### src/rtl/mlp_seq_engine_pkg.sv
// Shared types and elaboration-time helpers for the sequential MLP engine.
package mlp_seq_pkg;

    typedef enum logic [1:0] {
        IDLE = 2'd0,
        L0   = 2'd1,
        L1   = 2'd2,
        DONE = 2'd3
    } state_e;

    // Minimum of 1 so that index vectors never collapse to zero width.
    function automatic int clog2(input int v);
        int r;
        int n;
        r = 0;
        n = 1;
        while (n < v) begin
            n = n * 2;
            r = r + 1;
        end
        return (r < 1) ? 1 : r;
    endfunction

    function automatic int max_int(input int a, input int b);
        return (a > b) ? a : b;
    endfunction

    // Weight k sits MSB-first in the flat bus.
    function automatic int w_lsb(input int k, input int num_w, input int width_w);
        return (num_w - 1 - k) * width_w;
    endfunction

    function automatic int b0_lsb(input int h, input int width_b0);
        return h * width_b0;
    endfunction

    function automatic int b1_lsb(input int c, input int num_h, input int width_b0,
                                  input int width_b1);
        return num_h * width_b0 + c * width_b1;
    endfunction

endpackage

### src/rtl/mlp_seq_engine_mac.sv
// Shared signed MAC: one product per enabled cycle, either seeded with a bias or accumulated.
// sum is the combinational next value so the caller can act on a neuron's final total in its last cycle.
module mlp_mac #(
    parameter int AW    = 5,
    parameter int WW    = 8,
    parameter int ACC_W = 24
) (
    input  logic                    clk,
    input  logic                    rst_n,
    input  logic                    en,
    input  logic                    load,
    input  logic signed [ACC_W-1:0] bias,
    input  logic signed [AW-1:0]    a,
    input  logic signed [WW-1:0]    w,
    output logic signed [ACC_W-1:0] sum
);
    localparam int PW = AW + WW;

    logic signed [PW-1:0]    prod;
    logic signed [ACC_W-1:0] base;
    logic signed [ACC_W-1:0] acc_q;

    assign prod = a * w;
    assign base = load ? bias : acc_q;
    assign sum  = base + {{(ACC_W-PW){prod[PW-1]}}, prod};

    always_ff @(posedge clk or negedge rst_n) begin
        if (!rst_n) begin
            acc_q <= '0;
        end else if (en) begin
            acc_q <= sum;
        end
    end

endmodule

### src/rtl/mlp_seq_engine.sv
// Two-layer MLP evaluated term by term on one MAC; result after NUM_A*NUM_H+NUM_H*NUM_C cycles.
// Accepts only in IDLE; the argmax is held in DONE until out_ready, with no overlap with capture.
module mlp_seq_engine
    import mlp_seq_pkg::*;
#(
    parameter int NUM_A    = 6,
    parameter int WIDTH_A  = 4,
    parameter int NUM_H    = 3,
    parameter int NUM_C    = 3,
    parameter int WIDTH_W  = 8,
    parameter int WIDTH_B0 = 10,
    parameter int WIDTH_B1 = 11,
    parameter int OUTWIDTH = 2,
    parameter int QSHIFT   = 4,
    parameter int ACC_W    = 24,
    localparam int NUM_W   = NUM_A*NUM_H + NUM_H*NUM_C
) (
    input  logic                                    clk,
    input  logic                                    rst_n,
    input  logic                                    in_valid,
    output logic                                    in_ready,
    input  logic [NUM_A*WIDTH_A-1:0]                inp,
    input  logic [NUM_W*WIDTH_W-1:0]                weights,
    input  logic [NUM_H*WIDTH_B0+NUM_C*WIDTH_B1-1:0] biases,
    output logic                                    out_valid,
    input  logic                                    out_ready,
    output logic [OUTWIDTH-1:0]                     out,
    output logic                                    busy
);
    localparam int XW = clog2(NUM_A);
    localparam int HW = clog2(NUM_H);
    localparam int CW = clog2(NUM_C);
    localparam int TW = max_int(XW, HW);
    localparam int NW = max_int(HW, CW);
    localparam int KW = clog2(NUM_W);
    localparam int AW = WIDTH_A + 1;
    localparam logic signed [ACC_W-1:0] HMAX = ACC_W'((1 << WIDTH_A) - 1);

    if (ACC_W < WIDTH_W + WIDTH_A + 2 + clog2(max_int(NUM_A, NUM_H) + 1)) begin : g_acc_chk
        $error("mlp_seq_engine: ACC_W too narrow for the worst-case dot product");
    end
    if ((1 << OUTWIDTH) < NUM_C) begin : g_out_chk
        $error("mlp_seq_engine: OUTWIDTH cannot encode NUM_C classes");
    end

    logic signed [WIDTH_W-1:0] w_arr  [NUM_W];
    logic signed [ACC_W-1:0]   b0_ext [NUM_H];
    logic signed [ACC_W-1:0]   b1_ext [NUM_C];

    for (genvar k = 0; k < NUM_W; k++) begin : g_w
        assign w_arr[k] = weights[w_lsb(k, NUM_W, WIDTH_W) +: WIDTH_W];
    end
    for (genvar h = 0; h < NUM_H; h++) begin : g_b0
        logic [WIDTH_B0-1:0] b;
        assign b         = biases[b0_lsb(h, WIDTH_B0) +: WIDTH_B0];
        assign b0_ext[h] = {{(ACC_W-WIDTH_B0){b[WIDTH_B0-1]}}, b};
    end
    for (genvar c = 0; c < NUM_C; c++) begin : g_b1
        logic [WIDTH_B1-1:0] b;
        assign b         = biases[b1_lsb(c, NUM_H, WIDTH_B0, WIDTH_B1) +: WIDTH_B1];
        assign b1_ext[c] = {{(ACC_W-WIDTH_B1){b[WIDTH_B1-1]}}, b};
    end

    state_e                  state_q, state_d;
    logic [WIDTH_A-1:0]      x_q     [NUM_A];
    logic [WIDTH_A-1:0]      h_act_q [NUM_H];
    logic [TW-1:0]           t_q;
    logic [NW-1:0]           n_q;
    logic [KW-1:0]           k_q;
    logic signed [ACC_W-1:0] max_q;
    logic [OUTWIDTH-1:0]     best_q;
    logic [OUTWIDTH-1:0]     out_q;

    logic                    mac_en;
    logic                    mac_load;
    logic signed [ACC_W-1:0] mac_bias;
    logic signed [AW-1:0]    mac_a;
    logic signed [ACC_W-1:0] mac_sum;
    logic signed [ACC_W-1:0] shifted;
    logic [WIDTH_A-1:0]      act;
    logic                    t_last0, t_last1, n_last0, n_last1, better;

    assign t_last0 = (t_q == TW'(NUM_A - 1));
    assign t_last1 = (t_q == TW'(NUM_H - 1));
    assign n_last0 = (n_q == NW'(NUM_H - 1));
    assign n_last1 = (n_q == NW'(NUM_C - 1));

    // Weights are consumed in bus order across both layers, so one pointer walks them all.
    mlp_mac #(.AW(AW), .WW(WIDTH_W), .ACC_W(ACC_W)) u_mac (
        .clk   (clk),
        .rst_n (rst_n),
        .en    (mac_en),
        .load  (mac_load),
        .bias  (mac_bias),
        .a     (mac_a),
        .w     (w_arr[k_q]),
        .sum   (mac_sum)
    );

    always_comb begin
        state_d  = state_q;
        mac_en   = 1'b0;
        mac_load = (t_q == '0);
        mac_bias = '0;
        mac_a    = '0;
        unique case (state_q)
            IDLE: if (in_valid) state_d = L0;
            L0: begin
                mac_en   = 1'b1;
                mac_bias = b0_ext[n_q[HW-1:0]];
                mac_a    = {1'b0, x_q[t_q[XW-1:0]]};
                if (t_last0 && n_last0) state_d = L1;
            end
            L1: begin
                mac_en   = 1'b1;
                mac_bias = b1_ext[n_q[CW-1:0]];
                mac_a    = {1'b0, h_act_q[t_q[HW-1:0]]};
                if (t_last1 && n_last1) state_d = DONE;
            end
            DONE: if (out_ready) state_d = IDLE;
            default: state_d = IDLE;
        endcase
    end

    always_comb begin
        shifted = mac_sum >>> QSHIFT;
        act     = '0;
        if (!mac_sum[ACC_W-1]) begin
            act = (shifted > HMAX) ? HMAX[WIDTH_A-1:0] : shifted[WIDTH_A-1:0];
        end
        better = (n_q == '0) || (mac_sum > max_q);
    end

    always_ff @(posedge clk or negedge rst_n) begin
        if (!rst_n) begin
            state_q <= IDLE;
        end else begin
            state_q <= state_d;
        end
    end

    always_ff @(posedge clk or negedge rst_n) begin
        if (!rst_n) begin
            for (int a = 0; a < NUM_A; a++) x_q[a] <= '0;
            for (int h = 0; h < NUM_H; h++) h_act_q[h] <= '0;
            t_q    <= '0;
            n_q    <= '0;
            k_q    <= '0;
            max_q  <= '0;
            best_q <= '0;
            out_q  <= '0;
        end else begin
            unique case (state_q)
                IDLE: if (in_valid) begin
                    for (int a = 0; a < NUM_A; a++) x_q[a] <= inp[a*WIDTH_A +: WIDTH_A];
                    t_q <= '0;
                    n_q <= '0;
                    k_q <= '0;
                end
                L0: begin
                    k_q <= k_q + KW'(1);
                    if (t_last0) begin
                        t_q                   <= '0;
                        h_act_q[n_q[HW-1:0]] <= act;
                        n_q                   <= n_last0 ? '0 : n_q + NW'(1);
                    end else begin
                        t_q <= t_q + TW'(1);
                    end
                end
                L1: begin
                    k_q <= k_q + KW'(1);
                    if (t_last1) begin
                        t_q <= '0;
                        n_q <= n_last1 ? '0 : n_q + NW'(1);
                        if (better) begin
                            max_q  <= mac_sum;
                            best_q <= OUTWIDTH'(n_q);
                        end
                        if (n_last1) out_q <= better ? OUTWIDTH'(n_q) : best_q;
                    end else begin
                        t_q <= t_q + TW'(1);
                    end
                end
                default: ;
            endcase
        end
    end

    assign in_ready  = (state_q == IDLE);
    assign out_valid = (state_q == DONE);
    assign busy      = (state_q != IDLE);
    assign out       = out_q;

endmodule

### config.mk
export PLATFORM = sky130hd
export DESIGN_NAME = mlp_seq_engine
export DESIGN_NICKNAME = d
export VERILOG_FILES = /design/src/rtl/mlp_seq_engine_pkg.sv /design/src/rtl/mlp_seq_engine_mac.sv /design/src/rtl/mlp_seq_engine.sv
export SDC_FILE = /design/constraint.sdc
export NUM_CORES = 1
export LEC_CHECK = 0
export CAP_MARGIN = 20
export CORE_MARGIN = 2
export CORE_UTILIZATION = 45
export DETAILED_ROUTE_END_ITERATION = 10
export PLACE_DENSITY = 0.78
export SYNTH_ARGS = -nofsm -noshare
export SYNTH_HDL_FRONTEND = slang
export SYNTH_SLANG_ARGS = --single-unit
### constraint.sdc
create_clock -name clk -period 18.25 [get_ports clk]
set_input_delay 3.65 -clock clk [delete_from_list [all_inputs] [get_ports clk]]
set_output_delay 3.65 -clock clk [all_outputs]
set_load 0.02 [all_outputs]
==> impl_metrics.ini <==
[setup_path]
crit_family = compound AO/OA/AOI/OAI gates
crit_path_top_delay_cell = o21ba_2
slowest_delay_ns = 0.69
endpoint_kind = flop
worstSetupPathType = in -> reg
crit_start = weights[89]
arrival_ns = 14.03
cp.required_ns = 18.48
cp-start-kind = input port
r2r_start = k_q[0]$_DFFE_PN0P_
path_max_fanout = 24
path_buf_inv = 4

[synth]
synth.top_cell.area_share = 0.252
synth_top_cells_by_area = dfrtp_1 25%, mux4_2 13%, ha_1 9.7%, mux2_2 8.1%, mux2i_1 5.8%
synthTopCellsByCount = 100 x dfrtp_1, 91 x nand2_1, 83 x inv_1
synth_mux_area_frac = 0.270
synth-async-reset-ratio = 1.00
ys_types = 64
synth_most_common_cell = dfrtp_1
synth_xor_area_frac = 0.0299
synthesis.nets = 1424
synth_top_area_cell = dfrtp_1
synth_compound_area_frac = 0.143
ys_warn_count = 0
yosys_register_bits = 100
syn_area_sq_um = 9910
synth_simple_gate_area_frac = 0.115
yosys.area_share.adder = 0.134
ys.flop_type = dfrtp_1
avgSynthCellArea_sq_um = 9.70
synth_edf_count = 0
synth_seq_area_share = 0.252
synth_top_family_by_area = multiplexers
synthCells = 1022

[layout]
syn_to_final_growth_pct = 36.1
drive_above_1_share = 0.133
fill_cells = 1801
n_antenna_cell = 0
layout.nets = 1699
design_area_sq_um = 13500

[grt]
first_global_vias = 9101
grt_max_degree = 62
grt_overflow = 0
grt.total_usage = 0.276
antenna_found_initial = 0
grt_pass1_wl_um = 50600

[sta]
skew_ns = 0.0131
hold_viol_final = 0
drv_slew = 0
fin_ws_ns = 4.45
whs_ns = 0.479
relSlewSlack = 0.329
setup_viol = 0
worstMarginPinSlew_ns = 1.00
min_period_ns = 13.80
period_share = 0.756
tns_ns = 0
rsz0062_at_grt = false
fmax_ghz = 0.0725

[route]
viasPerCell = 5.78
wl_um = 32700
drt_first_iter_violations = 715
dr.pass1.iters = 5
drcViolationCount = 0
num_vias = 9145
avgRoutedWirePerCell_um = 20.7
antenna_left = 0

[place]
place_area_sq_um = 13200
post-dp-hpwl_um = 26400
gp_congestion = 0.928
portBuffers = 311
dpl_worst_slack_ns = 4.17

[floorplanning]
chipWidth_um = 152
die_h_um = 152
num_rows = 54
io_pins = 312
start_util = 0.456
dieArea_sq_um = 23200
core_sq_um = 21800

[cts]
clockBufferDepth = 2
cts_resized = 0
htree_levels = 3
cts-buffers-inserted = 9
cts_hold_buffers = 0
cts_tree = yes
clk_pin_slew_worst_paths_ns = 0.07
clockRootBuffer = clkbuf_16
cts_setup_buffers = 0
worst_skew_pair.late_latency_ns = 0.36
clock-sinks = 100

[worst_hold_path]
hp-class = reg -> reg
hold_start = h_act_q[5]$_DFFE_PN0P_

[outcome]
status = completed

[job]
maxCapViolations = 0
routing by layer:
layer | vias up | track usage | wire, um | share of wire
met5 | - | 0 | 0 | 0
li1 | 4250 | - | - | -
met4 | 0 | 0.0595 | 578 | 0.018
met1 | 4441 | 0.398 | 14500 | 0.44
met3 | 37 | 0.0779 | 3330 | 0.10
met2 | 417 | 0.417 | 14200 | 0.44
kinds of logic (layout without fill, tap and decap cells):
group | after synthesis | in the layout
fa+ha+maj | 95 | 95
mux | 186 | 186
buf+inv | 142 | 422
xor+xnor | 33 | 33
flops | 100 | 100
compound gates | 220 | 220
simple gates | 246 | 246
registers in the layout, summed over array words and instances, names as in the netlist:
signal,flops
u_mac.acc_q,24
t_q,3
h_act_q,12
state_q,2
max_q,24
x_q,24
k_q,5
out,2
best_q,2
n_q,2
cells in the final DEF, fill, tap and decap left out, types with 14 or more instances in the layout:
cell type,count
inv_1,83
dfrtp_1,98
a21oi_1,42
mux2_2,71
mux4_2,58
nand2_1,91
o21ai_0,59
nor2_1,67
fa_1,18
o21a_1,23
a21o_1,18
clkdlybuf4s50_1,310
xnor2_1,22
nor2b_1,14
ha_1,77
mux2i_1,57
tightest hold or removal path, stage by stage, from the launching register on:
cell	delay [ns]
dfrtp_1	0.34
nand2_1	0.05
o31ai_1	0.05
worst paths after layout:
kind / endpoint / slack, ns / depth (start not counted)
setup / recovery: max_q[21]$_DFFE_PN0P_ / 4.45 / 40
hold / removal: h_act_q[5]$_DFFE_PN0P_ / 0.48 / 2
setup reg to reg: max_q[21]$_DFFE_PN0P_ / 6.83 / 40
hold reg to reg: h_act_q[5]$_DFFE_PN0P_ / 0.48 / 2
max in group asynchronous: u_mac.acc_q[11]$_DFFE_PN0P_ / 13.79 / 2
min in group asynchronous: x_q[22]$_DFFE_PN0P_ / 3.28 / 1
area by class of cell:
type	instances	area, sq um	share of cell area
multi-input combinational	780	6850	0.508
clock inverter	5	37.5	0.00278
inverter	84	315	0.0234
timing repair buffer	322	3190	0.237
clock buffer	11	233	0.0173
tap	280	350	0.0260
sequential	100	2510	0.186
metrics by stage:
step,utilization,std cells
final,0.620,1582
after global routing,0.620,1582
after CTS,0.620,1582
after detailed placement,0.608,1566
after global placement,0.608,1566
after floorplan,-,1022
Power is left out: the tool's default activity adds up to more than one toggle a clock period on the data nets, which glitch-free logic cannot reach.
